[src/rtl/mux2_rr_arbiter.sv]
// mux2_rr_arbiter: round-robin sequencer for a shared 2:1 byte mux.
// Two requesters (A, B) compete for one registered valid/ready output.
// A requester may hold the grant for at most BURST consecutive beats while
// the other one is waiting. The registered source select (y_sel_o) drives
// the mux select line.
// Optional build macro MUX_ARB_GRANT_CNT_EN adds per-requester saturating
// ack counters (a_cnt_o, b_cnt_o).
module mux2_rr_arbiter #(
  parameter int WIDTH = 8,
  parameter int BURST = 4
) (
  input  logic             clk,
  input  logic             reset,
  input  logic             a_req_i,
  input  logic [WIDTH-1:0] a_data_i,
  output logic             a_ack_o,
  input  logic             b_req_i,
  input  logic [WIDTH-1:0] b_data_i,
  output logic             b_ack_o,
  output logic             y_valid_o,
  output logic [WIDTH-1:0] y_data_o,
  output logic             y_sel_o,
  input  logic             y_ready_i
`ifdef MUX_ARB_GRANT_CNT_EN
  ,
  output logic [15:0]      a_cnt_o,
  output logic [15:0]      b_cnt_o
`endif
);

  localparam int CNT_W = $clog2(BURST + 1);
  localparam logic [CNT_W-1:0] BURST_C = CNT_W'(BURST);
  localparam logic [CNT_W-1:0] ONE_C   = CNT_W'(1);

  typedef enum logic [1:0] {
    IDLE    = 2'd0,
    SERVE_A = 2'd1,
    SERVE_B = 2'd2
  } state_t;

  state_t           state, state_nxt;
  logic [CNT_W-1:0] beat_cnt, cnt_nxt;
  logic             last_b;      // 1 when B held the most recent grant
  logic             accept;
  logic             grant_a, grant_b;

  // Output register stage
  logic             vld_p1;
  logic [WIDTH-1:0] y_data_p1;
  logic             sel_p1;

  // Saturating increment used by the optional ack counters
  function automatic logic [15:0] sat_inc16(input logic [15:0] v);
    return (v == 16'hFFFF) ? v : v + 16'd1;
  endfunction

  // The output register can take a new beat when empty or being drained
  assign accept = !vld_p1 || y_ready_i;

  // Arbitration: next state, burst count and the (single) grant this cycle
  always_comb begin
    state_nxt = state;
    cnt_nxt   = beat_cnt;
    grant_a   = 1'b0;
    grant_b   = 1'b0;
    if (!reset && accept) begin
      unique case (state)
        IDLE: begin
          // On a tie the requester that did not go last wins
          if (a_req_i && (!b_req_i || last_b)) begin
            grant_a   = 1'b1;
            state_nxt = SERVE_A;
            cnt_nxt   = ONE_C;
          end else if (b_req_i) begin
            grant_b   = 1'b1;
            state_nxt = SERVE_B;
            cnt_nxt   = ONE_C;
          end
        end
        SERVE_A: begin
          if (a_req_i && (beat_cnt < BURST_C)) begin
            grant_a = 1'b1;
            cnt_nxt = beat_cnt + ONE_C;
          end else if (b_req_i) begin
            // Hand over without a bubble; B starts a fresh burst
            grant_b   = 1'b1;
            state_nxt = SERVE_B;
            cnt_nxt   = ONE_C;
          end else if (a_req_i) begin
            // Burst exhausted but nobody else wants the mux
            grant_a = 1'b1;
            cnt_nxt = ONE_C;
          end else begin
            state_nxt = IDLE;
            cnt_nxt   = '0;
          end
        end
        SERVE_B: begin
          if (b_req_i && (beat_cnt < BURST_C)) begin
            grant_b = 1'b1;
            cnt_nxt = beat_cnt + ONE_C;
          end else if (a_req_i) begin
            grant_a   = 1'b1;
            state_nxt = SERVE_A;
            cnt_nxt   = ONE_C;
          end else if (b_req_i) begin
            grant_b = 1'b1;
            cnt_nxt = ONE_C;
          end else begin
            state_nxt = IDLE;
            cnt_nxt   = '0;
          end
        end
        default: begin
          state_nxt = IDLE;
          cnt_nxt   = '0;
        end
      endcase
    end
  end

  assign a_ack_o = grant_a;
  assign b_ack_o = grant_b;

  // Arbiter state register; frozen while the output stalls
  always_ff @(posedge clk) begin
    if (reset) begin
      state    <= IDLE;
      beat_cnt <= '0;
      last_b   <= 1'b1;
    end else if (accept) begin
      state    <= state_nxt;
      beat_cnt <= cnt_nxt;
      if (grant_a) last_b <= 1'b0;
      if (grant_b) last_b <= 1'b1;
    end
  end

  // ---- stage p1: registered beat, valid and mux select ----
  always_ff @(posedge clk) begin
    if (reset) begin
      vld_p1    <= 1'b0;
      y_data_p1 <= '0;
      sel_p1    <= 1'b0;
    end else if (accept) begin
      if (grant_a) begin
        vld_p1    <= 1'b1;
        y_data_p1 <= a_data_i;
        sel_p1    <= 1'b0;
      end else if (grant_b) begin
        vld_p1    <= 1'b1;
        y_data_p1 <= b_data_i;
        sel_p1    <= 1'b1;
      end else if (y_ready_i) begin
        vld_p1    <= 1'b0;
      end
    end
  end

  assign y_valid_o = vld_p1;
  assign y_data_o  = y_data_p1;
  assign y_sel_o   = sel_p1;

`ifdef MUX_ARB_GRANT_CNT_EN
  logic [15:0] a_cnt, b_cnt;

  // Per-requester ack counters; acks never occur during a stall
  always_ff @(posedge clk) begin
    if (reset) begin
      a_cnt <= 16'd0;
      b_cnt <= 16'd0;
    end else begin
      if (grant_a) a_cnt <= sat_inc16(a_cnt);
      if (grant_b) b_cnt <= sat_inc16(b_cnt);
    end
  end

  assign a_cnt_o = a_cnt;
  assign b_cnt_o = b_cnt;
`endif

endmodule

[config.mk]
export PLATFORM = sky130hd
export DESIGN_NAME = mux2_rr_arbiter
export DESIGN_NICKNAME = d
export VERILOG_FILES = /design/src/rtl/mux2_rr_arbiter.sv
export SDC_FILE = /design/constraint.sdc
export NUM_CORES = 1
export LEC_CHECK = 0
export BUFFER_PORTS_ARGS = -buffer_cell sky130_fd_sc_hd__buf_2
export CAP_MARGIN = 20
export CORE_UTILIZATION = 49
export DETAILED_ROUTE_END_ITERATION = 8
export MAX_ROUTING_LAYER = met4
export PLACE_DENSITY = 0.87
export SLEW_MARGIN = 10
export SYNTH_ARGS = -nofsm -noshare
export SYNTH_HDL_FRONTEND = slang
export SYNTH_SLANG_ARGS = --single-unit
[constraint.sdc]
create_clock -name clk -period 1.8 [get_ports clk]
set_input_delay 0.18 -clock clk [delete_from_list [all_inputs] [get_ports clk]]
set_output_delay 0.18 -clock clk [all_outputs]
set_load 0.005 [all_outputs]
==> out/summary.txt, run 1 <==
status -> finished, final reports clean
layout cell share with drive strength beyond 1 -> 38.51%
Synthesis Warnings -> 0
Worst R2R Path Depth -> 4
io pins -> 33
Setup CP Type -> reg -> out
WL/cell -> 14.33 microns
mapped cell area -> 982.2 sq um
final period demand of the worst path -> 1.704 ns
largest net degree at the start of global routing -> 19
Antenna Nets Post-Route -> 0
synthesis-to-layout area growth -> 23.31%
Placer Congestion -> 0.8916
CP Launch Type -> register
Slew Limit Headroom -> 71.76%
fraction of registers with async set/reset -> 0%
setup violators final -> 0
sink of the worst hold path -> y_data_o[5]
DPL Wire Length -> 1.759 mm
starting density of the core -> 54.51%
min-delay worst type -> in -> reg
Distinct cells, synth -> 40
Final period util -> 94.67%
first-pass GRT wire length -> 3.650 mm
Post-synth EDFFs -> 0
register bit total from synthesis -> 16
Die Width -> 46.77 microns
Root Driver -> clkbuf_4
port bufs -> 32
Core ar. -> 0.001802 sq mm
Avg Cell Area, Syn -> 8.467 sq um
Peak Freq -> 0.5868 GHz
Iter 0 DRT Violations -> 34
vias per inst -> 6.098
leakage power -> 0.0005032 uW
P per Cell Area -> 958.4 mW/mm^2
DRT Pass-1 Iters -> 4
max-cap viol count -> 0
Worst R2R End -> last_b
R2R setup slack -> 0.24 ns
sequential area share after synthesis -> 32.61%
worst skew pair latency -> 0.29 ns
Mapped Cells -> 116
hold wc startpoint -> b_data_i[5]
Final Max Slew Viols -> 0
number of global-route vias before repair -> 878
CP Max Fanout -> 10
Reg clk slew, reported paths -> 0.09 ns
DRC viols -> 0
WHS Path Cells -> 3
CP Data Required Time -> 1.62 ns
Total Wirelength -> 2.479 mm
All-Layer GR Usage -> 23.87%
Setup TNS -> 0 ns
CP arrival -> 1.52 ns
die footprint -> 0.002187 sq mm
worst r2r src -> state[0]
# nets final -> 171
final hold viol count -> 0
initial antenna violation count -> 0
htree depth -> 1
dominant synthesized flop cell -> dfxtp_1
TritonCTS clock tree -> done
Syn Nets -> 138
IR drop worst, VDD -> 0.0005744 V
Num CTS Buffers -> 3
height of the chip -> 46.77 microns
grt total ovfl -> 0
pre-CTS WS -> 0.2303 ns
worst slew pin tran -> 0.4235 ns
Clock Skew -> 0.002014 ns
row count -> 15
Final Worst Setup Slack -> 0.09588 ns
RSZ-0062 raised after global routing -> false
CP Capture Type -> output pin
crit path from -> state[0]
CTS sink cnt -> 16
# diodes -> 0
Clock Tree Buf Depth -> 2
detailed-route via count -> 1055
[cell type report]
class,instances,area [sq um]
sequential,16,326.6
inverter,5,18.77
clock buffer,4,36.28
tap,25,31.28
fill,161,590.6
multi-input combinational,84,585.6
timing repair buffer,39,212.7
[sequential cells by signal, indices dropped and copies added (netlist names)]
| register | flops |
|---|---|
| y_data_o | 8 |
| y_valid_o | 1 |
| beat_cnt | 3 |
| last_b | 1 |
| state | 2 |
| y_sel_o | 1 |
[logic make-up after synthesis]
family | Yosys count | share of synthesized area, %
simple gates | 43 | 24.97
mux | 2 | 2.038
xor+xnor | 1 | 0.8919
fa+ha+maj | 1 | 1.274
buf+inv | 16 | 8.408
flops | 16 | 32.61
compound gates | 37 | 29.81
[per-layer routing]
layer | up-vias | wire (microns) | part of all wire [%] | GRT usage, %
met5 | - | 0 | 0 | -
met4 | 0 | 44 | 1.8 | 8.000
met3 | 10 | 139 | 5.6 | 6.154
met2 | 49 | 1269 | 51 | 40.83
met1 | 491 | 1025 | 41 | 26.89
li1 | 505 | - | - | -
[worst max-delay path: stages (launching register included)]
cell,delay [ns]
dfxtp_4,0.38
nand2b_1,0.17
o221a_2,0.29
buf_4,0.17
nor2_1,0.11
buf_2,0.12
[metrics by stage]
stage / hold WS (ns) / std cells / util [%] / area, sq um / power, uW
after CTS: 0.1687 / 172 / 66.53 / 1199 / 1143
after global routing: 0.1645 / 173 / 67.22 / 1211 / 1238
after detailed placement: 0.4581 / 168 / 64.10 / 1155 / 903.1
after global placement: 0.4474 / 168 / 64.10 / 1155 / 883.6
final: 0.1648 / 173 / 67.22 / 1211 / 1161
after floorplan: 0.3595 / 116 / - / 982.2 / 777.5
[where the power goes]
part	internal [uW]	switching, uW	total (uW)	leakage [uW]
clock network	123	114	238	0.0000210
logic	207	245	452	0.000350
registers	414	56.6	471	0.000133
[repair_timing]
item                       CTS  global route
gates resized for setup      2             3
hold buffers                 0             0
hold endpoints to repair     0             0
setup endpoints to repair    1             2
buffers inserted             0             1
[worst max path at each step]
stage                        endpoint  slack [ns]  depth (start not counted)
after floorplan           y_data_o[0]        0.30                          6
after global placement         last_b        0.25                          5
after detailed placement       last_b        0.23                          4
after CTS                     b_ack_o        0.09                          5
after global routing          b_ack_o        0.03                          5
final                         a_ack_o         0.1                          5
[synthesized netlist by cell type, types with 2 or more instances]
master	number	area [sq um]
a21oi_1	4	20.02
a311oi_1	7	61.31
buf_2	6	30.03
buf_6	2	22.52
clkbuf_1	3	11.26
dfxtp_1	16	320.3
inv_1	5	18.77
mux2i_1	2	20.02
nand2_1	5	18.77
nand3b_1	2	15.01
nand4_1	9	56.30
nor2_1	13	48.80
nor3_1	2	10.01
o211ai_1	2	15.01
o21ai_0	12	60.06
o221a_2	2	22.52
[placed cells by master (no fill, tap or decap), drive strengths merged, types with 2 or more instances in the layout]
cell,n
o21ai,12
dfxtp,16
nand3b,2
o221a,2
mux2i,2
nor2,14
o211ai,2
inv,5
nand2,5
buf,39
a311oi,8
nor3,2
nand4,9
nor2b,2
a21oi,4
clkbuf,4
(Power assumes the default switching activity.)
==> run 2, diff against run 1 <==
--- a/config.mk
+++ b/config.mk
@@ -7,6 +7,7 @@
 export LEC_CHECK = 0
 export BUFFER_PORTS_ARGS = -buffer_cell sky130_fd_sc_hd__buf_2
 export CAP_MARGIN = 20
+export CORE_ASPECT_RATIO = 1.5
 export CORE_UTILIZATION = 49
 export DETAILED_ROUTE_END_ITERATION = 8
 export MAX_ROUTING_LAYER = met4
==> run 2 against run 1 <==
  * First-iteration DRC count down 24%
  * Sequential share of layout area hardly changed
  * Clock skew rose by 0.0016 ns
  * Via count decreased by 2.0%
  * Non-clock buffer count rose by 1
  * Sequential cell count stayed put
  * Clock-buffer cell count fell by 1
  * Largest cell class unchanged
==> out/summary.txt, run 2 (synthesis results as in run 1) <==
status -> finished, final reports clean
first-pass GRT wire length -> 4.071 mm
hold buffers post-CTS -> 0
P per Cell Area -> 937.6 mW/mm^2
max reg flops -> 8
CP Launch Type -> register
initial antenna violation count -> 0
CP Max Fanout -> 10
Total Wirelength -> 2.484 mm
commonest non-fill, non-tap cell in the layout -> buf_2
Clock Skew -> 0.003651 ns
min-delay worst type -> in -> reg
IR drop worst, VDD -> 0.0005055 V
Root Driver -> clkbuf_4
# nets final -> 172
WL/cell -> 14.70 microns
DRC viols -> 0
commonest non-fill, non-tap cells in the layout -> buf_2, dfxtp_1, nor2_1
Final Max Slew Viols -> 0
setup violators final -> 0
worst skew pair latency -> 0.29 ns
pre-CTS WS -> 0.1939 ns
vias per inst -> 6.118
io pins -> 33
Core ar. -> 0.001854 sq mm
CP arrival -> 1.52 ns
leakage power -> 0.0005020 uW
Final Worst Setup Slack -> 0.09913 ns
TritonCTS clock tree -> done
row count -> 19
die footprint -> 0.002191 sq mm
number of global-route vias before repair -> 1007
layout cell share with drive strength beyond 1 -> 37.16%
Die Width -> 38.56 microns
starting density of the core -> 52.97%
All-Layer GR Usage -> 25.72%
final period demand of the worst path -> 1.701 ns
Final period util -> 94.49%
Iter 0 DRT Violations -> 26
Clock Tree Buf Depth -> 2
Setup CP Type -> reg -> out
height of the chip -> 56.84 microns
max-cap viol count -> 0
largest net degree at the start of global routing -> 19
Slew Limit Headroom -> 72.57%
CTS sink cnt -> 16
DPL Wire Length -> 1.863 mm
Reg clk slew, reported paths -> 0.09 ns
Placer Congestion -> 0.9346
CP Capture Type -> output pin
detailed-route via count -> 1034
grt total ovfl -> 0
Num CTS Buffers -> 3
Setup TNS -> 0 ns
worst slew pin tran -> 0.4114 ns
Peak Freq -> 0.5879 GHz
htree depth -> 1
synthesis-to-layout area growth -> 22.29%
Antenna Nets Post-Route -> 0
# diodes -> 0
RSZ-0062 raised after global routing -> false
CP Data Required Time -> 1.62 ns
final hold viol count -> 0
port bufs -> 32
DRT Pass-1 Iters -> 4
==> run 2: changes by cell type in the layout (fill, tap and decap cells not counted), sizes merged <==
cell    delta
buf        +1
clkbuf     -1
==> run 2: path summary, 6_finish.rpt <==
kind	slack, ns	to	cells after the start	startpoint
worst max-delay path	0.1	a_ack_o	5	last_b
worst min register to register	0.46	beat_cnt[1]	2	beat_cnt[1]
worst max register to register	0.20	last_b	4	last_b
worst min-delay path	0.16	y_data_o[5]	3	b_data_i[5]
==> run 2: stage by stage <==
stage / hold WS (ns) / utilization [%] / cells / total power, uW / cell area, sq um
floorplan: 0.3595 / - / 116 / 777.5 / 982.2
global placement: 0.4444 / 62.01 / 164 / 891.2 / 1150
detailed placement: 0.4566 / 62.01 / 164 / 910.9 / 1150
CTS: 0.1662 / 63.63 / 167 / 1109 / 1180
global route: 0.1794 / 64.78 / 169 / 1201 / 1201
finish: 0.1643 / 64.78 / 169 / 1126 / 1201
==> run 2: power by group <==
part	total [uW]	switching [uW]	internal (uW)
clock	195	117	78.0
combinational	473	257	216
sequential	458	47.3	411
total	1130	421	705
==> run 2: what timing repair did <==
action                     CTS  global route
gates resized for setup      2             2
setup endpoints to repair    1             1
pin swaps                    0             1
buffers inserted             0             2
==> run 2: layer usage <==
| layer | global-route usage, % | share of wire, % |
|---|---|---|
| met5 | - | 0 |
| met4 | 12.32 | 1.9 |
| met3 | 2.767 | 4.8 |
| met2 | 45.00 | 55 |
| met1 | 26.78 | 38 |
==> run 2: cell type report <==
cell class | count | area, sq um
fillers | 159 | 653.1
multi-input cells | 84 | 585.6
flip-flops and latches | 16 | 324.1
repair buffers | 40 | 224.0
well taps | 21 | 26.28
clock buffers | 3 | 22.52
inverters | 5 | 18.77
==> run 2: critical path: stages (launching register included) <==
cell and delay [ns]:
dfxtp_1 0.42, o21bai_1 0.14, o221a_2 0.28, buf_4 0.17
nor2_1 0.10, buf_2 0.11
